[src/rtl/fifo_protocol_monitor.sv]
// Passive cycle-by-cycle checker for a synchronous FIFO. It keeps a shadow occupancy model and compares the DUT flags and handshakes with it.
// Define FIFO_MON_DATA_CHECK_EN to add a shadow memory and a read-data integrity check (bit 7).
module fifo_protocol_monitor #(
    parameter int DATA_WIDTH = 16,
    parameter int DEPTH      = 8,
    parameter int AF_TH      = DEPTH - 1,
    parameter int AE_TH      = 1,
    parameter int CNT_WIDTH  = 16
) (
    input  logic                         clk,
    input  logic                         rst_n,
    input  logic                         wr_en,
    input  logic                         rd_en,
    input  logic [DATA_WIDTH-1:0]        data_in,
    input  logic [DATA_WIDTH-1:0]        data_out,
    input  logic                         full,
    input  logic                         empty,
    input  logic                         almostfull,
    input  logic                         almostempty,
    input  logic                         wr_ack,
    input  logic                         overflow,
    input  logic                         underflow,
    input  logic                         clr_err,
    output logic [7:0]                   err_flags,
    output logic                         err_valid,
    output logic [7:0]                   first_err,
    output logic [CNT_WIDTH-1:0]         err_count,
    output logic [$clog2(DEPTH+1)-1:0]   occupancy
);

    localparam int OCC_W = $clog2(DEPTH + 1);

    localparam logic [OCC_W-1:0]     OCC_ZERO = {OCC_W{1'b0}};
    localparam logic [OCC_W-1:0]     OCC_ONE  = OCC_W'(1'b1);
    localparam logic [OCC_W-1:0]     DEPTH_C  = OCC_W'(DEPTH);
    localparam logic [OCC_W-1:0]     AF_C     = OCC_W'(AF_TH);
    localparam logic [OCC_W-1:0]     AE_C     = OCC_W'(AE_TH);
    localparam logic [CNT_WIDTH-1:0] CNT_ZERO = {CNT_WIDTH{1'b0}};
    localparam logic [CNT_WIDTH-1:0] CNT_ONE  = CNT_WIDTH'(1'b1);
    localparam logic [CNT_WIDTH-1:0] CNT_MAX  = {CNT_WIDTH{1'b1}};

    logic [OCC_W-1:0] count_r;
    logic [OCC_W-1:0] count_nxt_s;
    logic             wr_acc_s;
    logic             rd_acc_s;
    logic             exp_full_s;
    logic             exp_empty_s;
    logic             exp_af_s;
    logic             exp_ae_s;
    logic             exp_wr_ack_r;
    logic             exp_ovf_r;
    logic             exp_udf_r;
    logic [7:0]       check_s;
    logic             err_any_s;
    logic [7:0]       err_flags_r;
    logic             err_valid_r;
    logic [7:0]       first_err_r;
    logic [CNT_WIDTH-1:0] err_count_r;

    // Expected status flags and request acceptance, all decoded from the current shadow count.
    always_comb begin
        exp_full_s  = (count_r == DEPTH_C);
        exp_empty_s = (count_r == OCC_ZERO);
        exp_af_s    = (count_r == AF_C);
        exp_ae_s    = (count_r == AE_C);
        wr_acc_s    = wr_en && !exp_full_s;
        rd_acc_s    = rd_en && !exp_empty_s;
    end

    // Next shadow occupancy; a simultaneous accepted write and read cancel out.
    always_comb begin
        count_nxt_s = count_r;
        case ({wr_acc_s, rd_acc_s})
            2'b10:   count_nxt_s = count_r + OCC_ONE;
            2'b01:   count_nxt_s = count_r - OCC_ONE;
            default: count_nxt_s = count_r;
        endcase
    end

    // Shadow occupancy and expected registered handshakes for the next cycle.
    always_ff @(posedge clk) begin
        if (!rst_n) begin
            count_r      <= OCC_ZERO;
            exp_wr_ack_r <= 1'b0;
            exp_ovf_r    <= 1'b0;
            exp_udf_r    <= 1'b0;
        end else begin
            count_r      <= count_nxt_s;
            exp_wr_ack_r <= wr_acc_s;
            exp_ovf_r    <= wr_en && exp_full_s;
            // A read paired with a write at empty is absorbed by the write, so no underflow.
            exp_udf_r    <= rd_en && exp_empty_s && !wr_en;
        end
    end

`ifdef FIFO_MON_DATA_CHECK_EN
    localparam int PTR_W = (DEPTH > 1) ? $clog2(DEPTH) : 1;
    localparam logic [PTR_W-1:0] PTR_ZERO = {PTR_W{1'b0}};
    localparam logic [PTR_W-1:0] PTR_ONE  = PTR_W'(1'b1);
    localparam logic [PTR_W-1:0] PTR_LAST = PTR_W'(DEPTH - 1);

    logic [DATA_WIDTH-1:0] mem_r [DEPTH];
    logic [PTR_W-1:0]      wr_ptr_r;
    logic [PTR_W-1:0]      rd_ptr_r;
    logic                  exp_rd_valid_r;
    logic [DATA_WIDTH-1:0] exp_data_r;

    function automatic logic [PTR_W-1:0] next_ptr(input logic [PTR_W-1:0] ptr);
        return (ptr == PTR_LAST) ? PTR_ZERO : (ptr + PTR_ONE);
    endfunction

    // Shadow memory contents survive reset; only the pointers are cleared.
    always_ff @(posedge clk) begin
        if (rst_n && wr_acc_s) begin
            mem_r[wr_ptr_r] <= data_in;
        end else begin
            mem_r[wr_ptr_r] <= mem_r[wr_ptr_r];
        end
    end

    // Shadow pointers and the read data expected on data_out next cycle.
    always_ff @(posedge clk) begin
        if (!rst_n) begin
            wr_ptr_r       <= PTR_ZERO;
            rd_ptr_r       <= PTR_ZERO;
            exp_rd_valid_r <= 1'b0;
            exp_data_r     <= {DATA_WIDTH{1'b0}};
        end else begin
            exp_rd_valid_r <= rd_acc_s;
            if (wr_acc_s) begin
                wr_ptr_r <= next_ptr(wr_ptr_r);
            end else begin
                wr_ptr_r <= wr_ptr_r;
            end
            if (rd_acc_s) begin
                rd_ptr_r   <= next_ptr(rd_ptr_r);
                exp_data_r <= mem_r[rd_ptr_r];
            end else begin
                rd_ptr_r   <= rd_ptr_r;
                exp_data_r <= exp_data_r;
            end
        end
    end
`else
    logic unused_data_s;
    assign unused_data_s = ^{data_in, data_out};
`endif

    // Per-check mismatch vector for this edge.
    always_comb begin
        check_s    = 8'h00;
        check_s[0] = full        ^ exp_full_s;
        check_s[1] = empty       ^ exp_empty_s;
        check_s[2] = almostfull  ^ exp_af_s;
        check_s[3] = almostempty ^ exp_ae_s;
        check_s[4] = wr_ack      ^ exp_wr_ack_r;
        check_s[5] = overflow    ^ exp_ovf_r;
        check_s[6] = underflow   ^ exp_udf_r;
`ifdef FIFO_MON_DATA_CHECK_EN
        check_s[7] = exp_rd_valid_r && (data_out != exp_data_r);
`else
        check_s[7] = 1'b0;
`endif
        err_any_s  = |check_s;
    end

    // Error reporting; a failure in the same cycle as clr_err restarts the record with that failure.
    always_ff @(posedge clk) begin
        if (!rst_n) begin
            err_flags_r <= 8'h00;
            err_valid_r <= 1'b0;
            first_err_r <= 8'h00;
            err_count_r <= CNT_ZERO;
        end else begin
            err_valid_r <= err_any_s;
            if (clr_err) begin
                err_flags_r <= check_s;
                first_err_r <= check_s;
                err_count_r <= err_any_s ? CNT_ONE : CNT_ZERO;
            end else if (err_any_s) begin
                err_flags_r <= err_flags_r | check_s;
                first_err_r <= (first_err_r == 8'h00) ? check_s : first_err_r;
                err_count_r <= (err_count_r == CNT_MAX) ? err_count_r : (err_count_r + CNT_ONE);
            end else begin
                err_flags_r <= err_flags_r;
                first_err_r <= first_err_r;
                err_count_r <= err_count_r;
            end
        end
    end

    assign err_flags = err_flags_r;
    assign err_valid = err_valid_r;
    assign first_err = first_err_r;
    assign err_count = err_count_r;
    assign occupancy = count_r;

endmodule

[config.mk]
export PLATFORM = sky130hd
export DESIGN_NAME = fifo_protocol_monitor
export DESIGN_NICKNAME = d
export VERILOG_FILES = /design/src/rtl/fifo_protocol_monitor.sv
export SDC_FILE = /design/constraint.sdc
export NUM_CORES = 1
export LEC_CHECK = 0
export CAP_MARGIN = 15
export CELL_PAD_IN_SITES_DETAIL_PLACEMENT = 1
export CELL_PAD_IN_SITES_GLOBAL_PLACEMENT = 1
export CORE_ASPECT_RATIO = 0.7
export CORE_MARGIN = 2
export CORE_UTILIZATION = 33
export DETAILED_ROUTE_END_ITERATION = 10
export HOLD_SLACK_MARGIN = 0.02
export PLACE_DENSITY_LB_ADDON = 0.1
export SYNTH_ARGS = -nofsm -noshare
export SYNTH_HDL_FRONTEND = slang
export SYNTH_SLANG_ARGS = --single-unit
[constraint.sdc]
create_clock -name clk -period 4.85 [get_ports clk]
set_input_delay 0.485 -clock clk [delete_from_list [all_inputs] [get_ports clk]]
set_output_delay 0.485 -clock clk [all_outputs]
set_load 0.005 [all_outputs]
# --- After elaboration in Yosys (flattened, before gate mapping) ---
# Cells that the tools add are included.
word_totals:
  register_bits: 39
  inputBits: 44
  output_inout_bits: 37
  wordCells: 55
classes:
  addsub: 3
  eq_ne: 7
  muxes: 10
  bitwise: 9
  reduce_logical: 17
op_table:
  columns: ["op", "n"]
  rows:
  - ["two-way mux 16 bit", 3]
  - ["two-way mux 7 bit", 5]
  - ["adder 16 x 1 -> 16 bit, second input constant", 1]
  - ["== test 16 bit, second input constant", 1]
  - ["zero test 8 bit", 1]
  - ["OR 8 x 7 -> 8 bit", 1]
  - ["case mux 4 bit (2 select lines)", 1]
  - ["OR reduction 7 bit", 1]
  - ["XOR 1 bit", 7]
  - ["nonzero test 2 bit", 3]
  - ["logical AND 1 bit", 5]
  - ["adder 4 x 1 -> 4 bit, second input constant", 1]
  - ["== test 4 x 1 -> 1 bit, second input constant", 1]
  - ["== test 4 x 3 -> 1 bit, second input constant", 1]
  - ["== test 4 bit, second input constant", 1]
  - ["zero test 4 bit", 1]
  - ["AND reduction 2 bit", 2]
  - ["subtractor 4 x 1 -> 4 bit, second input constant", 1]
  - ["zero test 1 bit", 3]
  - ["== test 2 x 1 -> 1 bit, second input constant", 1]
  - ["== test 2 bit, second input constant", 1]
  - ["!= test 2 bit, second input constant", 1]
  - ["OR reduction 2 bit", 1]
  - ["two-way mux 1 bit", 1]
  - ["inverter 1 bit", 1]

# --- Logic depth before layout (Yosys ltp) ---
# Gate-level depths: netlist of run 1.
depth:
  depth_word: 5
  depth_mapped: 9

# --- Least setup slack after synthesis of run 1 ---
# Ideal clock, no wire load.
synth_path:
  path_kind: "register to register"
  startpoint: "register count_r[0], in the netlist occupancy[0]"
  endpoint: "register count_r[3], in the netlist occupancy[3]"
  setup_ns: 0.115
  arrival_time_ns: 2.180
  required_time_ns: 4.735
  path_slack_ns: 2.555
  path_stages_with_launch: 10
  n_path_buf: 0
  synth_period_minus_slack_ns: 2.295
  path_cell_list: "dfxtp_1 -> inv_1 -> ha_1 -> or3b_4 -> and2_1 -> ha_1 -> or4_1 -> a21oi_1 -> xor2_1 -> and2_1"
synth_between:
  elab_chain_len: 5
synth_rtl:
  columns: ["item", "line", "text"]
  rows:
  - ["start, declared", "42", "logic [OCC_W-1:0] count_r;"]
  - ["start signal, assigned", "88", "count_r <= count_nxt_s;"]
  - ["== test 4 bit / zero test 4 bit (equally long branches)", "62, 63", null]
  - ["zero test 1 bit (on tied branches)", "66, 67", null]
  - ["logical AND 1 bit (on tied branches)", "66, 67", null]
  - ["== test 2 x 1 -> 1 bit / == test 2 bit (equally long branches)", "73", "case ({wr_acc_s, rd_acc_s})"]
  - ["case mux 4 bit (2 select lines) / nonzero test 2 bit (equally long branches)", null, null]
# Parallel ways exist; a longest one is shown, timed or not.
# A chain may end at the register's enable or synchronous reset.

# --- Worst setup path after layout of run 1 ---
layout_path:
  startpoint: "input port clr_err"
  endpoint: "register err_count_r[9], in the netlist err_count[9]"
layout_between:
  elab_chain_len: 2
layout_rtl:
  columns: ["item", "line", "text"]
  rows:
  - ["start, declared", "23", "input logic clr_err,"]
  - ["!= test 2 bit (no line) / nonzero test 2 bit (equally long branches)", null, null]
  - ["AND reduction 2 bit (no line)", null, null]
  - ["end signal, assigned", "179", "err_count_r <= err_any_s ? CNT_ONE : CNT_ZERO;"]
  - ["end signal, assigned", "183", "err_count_r <= (err_count_r == CNT_MAX) ? err_count_r : (err_count_r + CNT_ONE);"]
  - ["end signal, assigned", "187", "err_count_r <= err_count_r;"]
  - ["end, declared", "58", "logic [CNT_WIDTH-1:0] err_count_r;"]
# Parallel ways exist; a longest one is shown, timed or not.

==> run_summary.xml, run 1 <==
<?xml version="1.0" encoding="UTF-8"?>
<metrics>
  <group name="layout">
    <metric name="final_util" unit="%">45.5</metric>
    <metric name="share_of_final_layout_standard_cells_stronger_than_drive_strength_1" unit="%">6.69</metric>
    <metric name="insertedDiodeCount" unit="">0</metric>
    <metric name="finish.cell_count_without_fillers" unit="">344</metric>
    <metric name="multi_input_area" unit="mm^2">0.00112</metric>
    <metric name="fillerInstances" unit="">684</metric>
    <metric name="most_frequent_standard_cell_in_the_layout_excluding_fill_and_tap_cells" unit="">clkdlybuf4s50_1</metric>
    <metric name="most-common-layout-cells" unit="">clkdlybuf4s50_1, dfxtp_1, nand2_1, a21oi_1</metric>
    <metric name="area_growth" unit="%">33.2</metric>
    <metric name="nets" unit="">318</metric>
    <metric name="sequential_cell_area" unit="um^2">761</metric>
  </group>
  <group name="drt">
    <metric name="vias_per_cell" unit="">5.22</metric>
    <metric name="route.detailed.drc" unit="">0</metric>
    <metric name="drt-wirelength-per-cell" unit="um">15.4</metric>
    <metric name="num_vias" unit="">1795</metric>
    <metric name="drtPass1Iterations" unit="">4</metric>
    <metric name="final_antenna_net_count" unit="">0</metric>
    <metric name="wirelength" unit="um">5300</metric>
    <metric name="drt-initial-drc-count" unit="">52</metric>
  </group>
  <group name="power_and_ir_drop">
    <metric name="power.share.clock" unit="%">32.5</metric>
    <metric name="p_sw" unit="mW">0.309</metric>
    <metric name="combinationalPowerShare" unit="%">30.2</metric>
    <metric name="power.leakage" unit="nW">0.959</metric>
    <metric name="switching_share" unit="%">30.0</metric>
    <metric name="internal-power" unit="mW">0.719</metric>
    <metric name="reg_power_share" unit="%">37.3</metric>
    <metric name="design_power_total" unit="mW">1.03</metric>
    <metric name="ir_drop" unit="V">0.000215</metric>
    <metric name="power_per_cell_area" unit="mW/mm^2">394</metric>
  </group>
  <group name="floorplanning">
    <metric name="design.die.area" unit="mm^2">0.00657</metric>
    <metric name="floorplan.io_pins" unit="">81</metric>
    <metric name="fp.dieW" unit="um">96.0</metric>
    <metric name="die_h" unit="um">68.4</metric>
    <metric name="core.rowCount" unit="">23</metric>
    <metric name="core-area" unit="mm^2">0.00573</metric>
    <metric name="initial_utilization" unit="%">34.2</metric>
  </group>
  <group name="sta">
    <metric name="fmaxAchievable" unit="MHz">345</metric>
    <metric name="worst-slew-pin-transition" unit="ps">705</metric>
    <metric name="clock_skew" unit="ps">6.09</metric>
    <metric name="relSlewSlack" unit="%">52.8</metric>
    <metric name="finalSetupTns" unit="ps">0</metric>
    <metric name="period_minus_slack" unit="ps">2900</metric>
    <metric name="final_hold_viol_count" unit="">0</metric>
    <metric name="holdWs" unit="ps">467</metric>
    <metric name="report.final.setup_viol" unit="">0</metric>
    <metric name="final_worst_path_cycle_share" unit="%">59.7</metric>
    <metric name="grt_setup_unrepaired" unit="">false</metric>
    <metric name="timing_max_transition_violations_final" unit="">0</metric>
  </group>
  <group name="critical_path">
    <metric name="cp.required" unit="ps">5020</metric>
    <metric name="worstRegToRegCells" unit="">9</metric>
    <metric name="critPathTopFamily" unit="">buffers and inverters</metric>
    <metric name="critical_path.max_stage_delay" unit="ps">770</metric>
    <metric name="crit_cells" unit="">7</metric>
    <metric name="timing.critical_path.from_type" unit="">primary input</metric>
    <metric name="critical_path.n_buffers_inverters" unit="">2</metric>
    <metric name="critPathMaxFanout" unit="">17</metric>
    <metric name="timing.setup.critical_path_class" unit="">in -&gt; reg</metric>
    <metric name="worst_setup_path_end_kind" unit="">flip-flop</metric>
    <metric name="timing.critical_path.arrival" unit="ps">3070</metric>
    <metric name="path_cells" unit="">clkdlybuf4s50_1 &gt; inv_1 &gt; nand4_1 &gt; or4_1 &gt; a21boi_2 &gt; nand2_1 &gt; o31ai_1</metric>
    <metric name="crit_slowest_cell" unit="">clkdlybuf4s50_1</metric>
  </group>
  <group name="clock_network">
    <metric name="cts_inserted_buffers" unit="">5</metric>
    <metric name="cts_max_path_buffers" unit="">2</metric>
    <metric name="cts_hold_repair.buffers" unit="">0</metric>
    <metric name="ctsHtreeMaxLevel" unit="">2</metric>
    <metric name="cts-root-buf" unit="">clkbuf_8</metric>
    <metric name="cts_sinks" unit="">38</metric>
    <metric name="insertion_delay" unit="ps">300</metric>
    <metric name="postCtsResizedCells" unit="">0</metric>
    <metric name="cts.reportedPaths.clkPinSlew" unit="ps">90</metric>
    <metric name="tritoncts" unit="">built</metric>
    <metric name="postCtsSetupBuffers" unit="">0</metric>
  </group>
  <group name="placed_design">
    <metric name="dp_hpwl" unit="um">3790</metric>
    <metric name="placedCellCount" unit="">336</metric>
    <metric name="finalWeightedCongestion" unit="">0.743</metric>
    <metric name="io_buffer_count" unit="">46</metric>
  </group>
  <group name="synthesis">
    <metric name="yosys_warnings" unit="">0</metric>
    <metric name="yosys-mux-area-fraction" unit="%">1.02</metric>
    <metric name="synthXorXnorAreaFrac" unit="%">4.86</metric>
    <metric name="yosysSeqAreaShare" unit="%">38.9</metric>
    <metric name="yosys_most_used_dff" unit="">dfxtp_1</metric>
    <metric name="ffs_w_async_s_r_synth" unit="%">0</metric>
    <metric name="synth_top_family_by_area" unit="">compound AO/OA/AOI/OAI gates</metric>
    <metric name="syn-cell-area" unit="mm^2">0.00196</metric>
    <metric name="postSynthCellCount" unit="">223</metric>
    <metric name="post_synth_fa_ha_maj_area_fraction" unit="%">3.84</metric>
    <metric name="yosysUniqueCellTypes" unit="">49</metric>
    <metric name="synth_enable_flop_cells" unit="">0</metric>
    <metric name="synth-seq-cells" unit="">38</metric>
    <metric name="synthSimpleGateAreaFrac" unit="%">23.5</metric>
    <metric name="complex_gate_fraction_of_the_synthesized_area" unit="%">23.7</metric>
    <metric name="avg_inst_size_synth" unit="um^2">8.78</metric>
  </group>
  <group name="run_status">
    <metric name="result_of_the_run" unit="">finished, final reports clean</metric>
  </group>
  <group name="global_route">
    <metric name="groute.usage.overall" unit="%">17.7</metric>
    <metric name="grt_antenna_before_repair" unit="">0</metric>
    <metric name="grt_overflow_total" unit="">0</metric>
    <metric name="grt_start_max_net_pins" unit="">39</metric>
    <metric name="grt_first_pass_wirelength" unit="um">8700</metric>
    <metric name="via_count_of_the_first_global_routing_pass" unit="">1725</metric>
  </group>
  <group name="job">
    <metric name="cap_viol_max_count" unit="">0</metric>
  </group>
  <group name="worst_hold_path">
    <metric name="whs_path_depth" unit="">2</metric>
    <metric name="hold_path.class" unit="">reg -&gt; reg</metric>
  </group>
</metrics>
## layer usage
metal | track usage [%] | wire length, um | vias up
li1 | - | - | 891
met1 | 26.3 | 2910 | 866
met3 | 4.07 | 208 | 5
met2 | 25.2 | 2120 | 33
met4 | 5.36 | 55 | 0
met5 | 0 | 0 | -
## synth_stat cells, drive strengths merged (2+ instances only)
| master | count | area (um^2) |
|---|---|---|
| nor3 | 5 | 25.0 |
| a21oi | 12 | 63.8 |
| o31ai | 6 | 45.0 |
| a31oi | 3 | 18.8 |
| o211ai | 10 | 75.1 |
| or4 | 2 | 15.0 |
| clkbuf | 7 | 26.3 |
| dfxtp | 38 | 761 |
| o21a | 2 | 15.0 |
| xnor2 | 6 | 60.1 |
| nor2 | 9 | 33.8 |
| or3b | 2 | 22.5 |
| ha | 6 | 75.1 |
| and3 | 4 | 25.0 |
| xor2 | 4 | 35.0 |
| nand2b | 2 | 12.5 |
| o21ai | 8 | 40.0 |
| a21boi | 7 | 56.3 |
| inv | 7 | 26.3 |
| o211a | 4 | 40.0 |
| nor4 | 2 | 18.8 |
| and2 | 7 | 43.8 |
| buf | 3 | 26.3 |
| nor2b | 6 | 37.5 |
| nand3 | 10 | 50.1 |
| mux2i | 2 | 20.0 |
| nand2 | 30 | 113 |
| nand4 | 3 | 18.8 |
## power groups by stage
stage	clock [mW]	combinational (mW)	sequential (mW)
finish	0.334	0.310	0.384
global route	0.355	0.349	0.391
CTS	0.339	0.316	0.385
detailed placement	0	0.313	0.392
global placement	0	0.308	0.392
floorplan	0	0.191	0.387
## flip-flops by register name, indices dropped and copies added, names as in the netlist
register,cells
first_err,7
occupancy,4
err_valid,1
err_count,16
exp_udf_r,1
err_flags,7
exp_ovf_r,1
exp_wr_ack_r,1
## final timing paths
kind                   to         start  slack, ps
max          err_count[9]       clr_err       1950
min          err_flags[6]  err_flags[6]        470
max reg2reg  occupancy[3]  occupancy[0]       2360
min reg2reg  err_flags[6]  err_flags[6]        470
## tightest hold or removal path, stage by stage, from the launching register on
cell and delay [ps]:
dfxtp_1 320, nand2_1 50, a21boi_0 60
## logic make-up (layout without fill, tap and decap cells)
family	count (synthesis)	after routing
AO/OA/AOI/OAI	62	62
multiplexers	2	2
AND/OR/NAND/NOR	87	87
adder cells (fa/ha/maj)	6	6
other	1	2
flip-flops	38	38
XOR/XNOR	10	10
buffers and inverters	17	62
## per-stage QoR
stage / worst slack (ps) / cell area [um^2]
6_report: 1950 / 2610
5_1_grt: 1740 / 2610
4_1_cts: 1930 / 2610
3_5_place_dp: 1580 / 2470
3_3_place_gp: 1590 / 2470
2_1_floorplan: 2560 / 1960
## cell type report
type,instances,share of cell area [%]
sequential,38,29.2
tap,75,3.60
timing repair buffer,47,17.9
clock buffer,5,2.64
multi-input combinational,169,43.0
clock inverter,3,2.64
inverter,7,1.01
No activity file was read; power rests on OpenSTA's default activity.
==> run 2, diff against run 1 <==
- CORE_UTILIZATION: 33 -> 28
- clock period: 4.85 -> 2.5 ns (I/O delays scaled with it)
==> run_summary.xml, run 2 (same netlist as run 1, synthesis figures left out) <==
<?xml version="1.0" encoding="UTF-8"?>
<metrics>
  <group name="run_status">
    <metric name="result_of_the_run" unit="">finished, final reports clean</metric>
  </group>
  <group name="critical_path">
    <metric name="timing.critical_path.arrival" unit="ps">2540</metric>
    <metric name="crit_slowest_cell" unit="">or4_1</metric>
    <metric name="critical_path.n_buffers_inverters" unit="">1</metric>
    <metric name="cp.required" unit="ps">2700</metric>
    <metric name="worst_setup_path_endpoint" unit="">occupancy[3]</metric>
    <metric name="critical_path.max_stage_delay" unit="ps">420</metric>
    <metric name="worst_setup_path_end_kind" unit="">flip-flop</metric>
    <metric name="timing.critical_path.from_type" unit="">flip-flop</metric>
    <metric name="worstRegToRegCells" unit="">9</metric>
    <metric name="critical_path.startpoint" unit="">occupancy[1]</metric>
    <metric name="crit_cells" unit="">9</metric>
    <metric name="r2r-end" unit="">occupancy[3]</metric>
    <metric name="rrSetupSlack" unit="ps">160</metric>
    <metric name="cp_common_cell" unit="">and2_1</metric>
    <metric name="path_cells" unit="">inv_2 &gt; ha_2 &gt; or3b_4 &gt; and2_1 &gt; ha_1 &gt; or4_1 &gt; a21oi_2 &gt; xor2_1 &gt; and2_1</metric>
    <metric name="critPathMaxFanout" unit="">5</metric>
    <metric name="timing.setup.critical_path_class" unit="">reg -&gt; reg</metric>
    <metric name="critPathTopFamily" unit="">simple AND/OR/NAND/NOR gates</metric>
    <metric name="rr_startpoint" unit="">occupancy[1]</metric>
  </group>
  <group name="drt">
    <metric name="num_vias" unit="">1858</metric>
    <metric name="drtPass1Iterations" unit="">4</metric>
    <metric name="vias_per_cell" unit="">4.92</metric>
    <metric name="final_antenna_net_count" unit="">0</metric>
    <metric name="wirelength" unit="um">5680</metric>
    <metric name="drt-initial-drc-count" unit="">45</metric>
    <metric name="route.detailed.drc" unit="">0</metric>
    <metric name="drt-wirelength-per-cell" unit="um">15.0</metric>
  </group>
  <group name="global_route">
    <metric name="via_count_of_the_first_global_routing_pass" unit="">1778</metric>
    <metric name="groute.usage.overall" unit="%">15.7</metric>
    <metric name="grt_overflow_total" unit="">0</metric>
    <metric name="grt_antenna_before_repair" unit="">0</metric>
    <metric name="grt_start_max_net_pins" unit="">38</metric>
    <metric name="grt_first_pass_wirelength" unit="um">9430</metric>
  </group>
  <group name="floorplanning">
    <metric name="die_h" unit="um">73.9</metric>
    <metric name="core-area" unit="mm^2">0.00676</metric>
    <metric name="floorplan.io_pins" unit="">81</metric>
    <metric name="core.rowCount" unit="">25</metric>
    <metric name="initial_utilization" unit="%">29.0</metric>
    <metric name="fp.dieW" unit="um">104</metric>
    <metric name="design.die.area" unit="mm^2">0.00768</metric>
  </group>
  <group name="placed_design">
    <metric name="finalWeightedCongestion" unit="">0.749</metric>
    <metric name="dp_hpwl" unit="um">4110</metric>
    <metric name="pre_cts_setup_slack" unit="ps">90.9</metric>
    <metric name="io_buffer_count" unit="">46</metric>
  </group>
  <group name="layout">
    <metric name="area_growth" unit="%">39.6</metric>
    <metric name="most_frequent_standard_cell_in_the_layout_excluding_fill_and_tap_cells" unit="">clkdlybuf4s50_1</metric>
    <metric name="nets" unit="">333</metric>
    <metric name="fillerInstances" unit="">828</metric>
    <metric name="share_of_final_layout_standard_cells_stronger_than_drive_strength_1" unit="%">12.7</metric>
    <metric name="sequential_cell_area" unit="um^2">762</metric>
    <metric name="insertedDiodeCount" unit="">0</metric>
    <metric name="multi_input_area" unit="mm^2">0.00113</metric>
    <metric name="most-common-layout-cells" unit="">clkdlybuf4s50_1, dfxtp_1, nand2_1, buf_4</metric>
    <metric name="flip_flop_count_of_the_largest_register_after_layout" unit="">16</metric>
  </group>
  <group name="clock_network">
    <metric name="cts.reportedPaths.clkPinSlew" unit="ps">80</metric>
    <metric name="cts_sinks" unit="">38</metric>
    <metric name="cts_inserted_buffers" unit="">5</metric>
    <metric name="cts_max_path_buffers" unit="">2</metric>
    <metric name="postCtsSetupBuffers" unit="">0</metric>
    <metric name="cts-root-buf" unit="">clkbuf_8</metric>
    <metric name="insertion_delay" unit="ps">300</metric>
    <metric name="tritoncts" unit="">built</metric>
    <metric name="ctsHtreeMaxLevel" unit="">2</metric>
  </group>
  <group name="sta">
    <metric name="timing.final.ws_setup" unit="ps">159</metric>
    <metric name="grt_setup_unrepaired" unit="">false</metric>
    <metric name="final_worst_path_cycle_share" unit="%">93.7</metric>
    <metric name="clock_skew" unit="ps">5.91</metric>
    <metric name="finalSetupTns" unit="ps">0</metric>
    <metric name="final_hold_viol_count" unit="">0</metric>
    <metric name="fmaxAchievable" unit="MHz">427</metric>
    <metric name="report.final.setup_viol" unit="">0</metric>
    <metric name="timing_max_transition_violations_final" unit="">0</metric>
    <metric name="period_minus_slack" unit="ps">2340</metric>
  </group>
  <group name="power_and_ir_drop">
    <metric name="ir_drop" unit="V">0.000349</metric>
    <metric name="power_per_cell_area" unit="mW/mm^2">710</metric>
    <metric name="design_power_total" unit="mW">1.94</metric>
    <metric name="power.leakage" unit="nW">1.02</metric>
  </group>
  <group name="job">
    <metric name="cap_viol_max_count" unit="">0</metric>
  </group>
  <group name="worst_hold_path">
    <metric name="hold_path.class" unit="">reg -&gt; reg</metric>
  </group>
</metrics>
[run 2: layout make-up]
type / instances / area share, %
Clock inverter: 1 / 1.10
Tap cell: 94 / 4.30
Clock buffer: 7 / 2.79
Inverter: 7 / 0.962
Sequential cell: 38 / 27.9
Multi-Input combinational cell: 169 / 41.3
Timing Repair Buffer: 62 / 21.7
[run 2: power breakdown]
part	switching (mW)	internal [mW]	total, mW	leakage [nW]
Clock	0.238	0.299	0.537	0.0524
Sequential	0.0682	0.678	0.747	0.312
Combinational	0.299	0.356	0.655	0.657
[run 2: per-layer routing]
layer | wire length, um | GRT usage [%]
met1 | 3170 | 24.1
met3 | 311 | 4.12
met4 | 63 | 5.41
met5 | 0 | 0
met2 | 2130 | 21.0
[run 2: timing repair]
item	in CTS	in global routing
hold buffers	0	0
gates resized for setup	0	5
endpoints found under the setup margin	0	5
[run 2: per-stage QoR]
stage / instance area (um^2) / std cells / util (%) / hold slack (ps)
2_1_floorplan: 1960 / 224 / - / 327
3_5_place_dp: 2620 / 370 / 38.8 / 457
6_report: 2730 / 378 / 40.4 / 463
4_1_cts: 2730 / 378 / 40.3 / 468
5_1_grt: 2730 / 378 / 40.4 / 498
3_3_place_gp: 2620 / 370 / 38.8 / 454
[run 2: worst reg2reg max path, stage by stage (launching register included)]
cell and delay (ps):
dfxtp_1 350, inv_2 110, ha_2 200, or3b_4 410, and2_1 170, ha_1 190
or4_1 420, a21oi_2 160, xor2_1 70, and2_1 160
[run 2: worst min-delay path by stage]
stage	end	slack, ps	startpoint	cells past startpoint
2_1_floorplan	exp_udf_r	330	wr_en	1
3_3_place_gp	err_flags[6]	450	err_flags[6]	2
3_5_place_dp	err_flags[2]	460	err_flags[2]	2
4_1_cts	err_flags[2]	470	err_flags[2]	2
5_1_grt	err_flags[2]	500	err_flags[2]	2
6_report	err_flags[2]	460	err_flags[2]	2
==> run 3, diff against run 2 <==
- SKIP_LAST_GASP: unset -> 1
- SLEW_MARGIN: unset -> 20
- TNS_END_PERCENT: unset -> 20
==> results of run 3 <==
Final layout, timing and power as in run 2 (identical DEF).
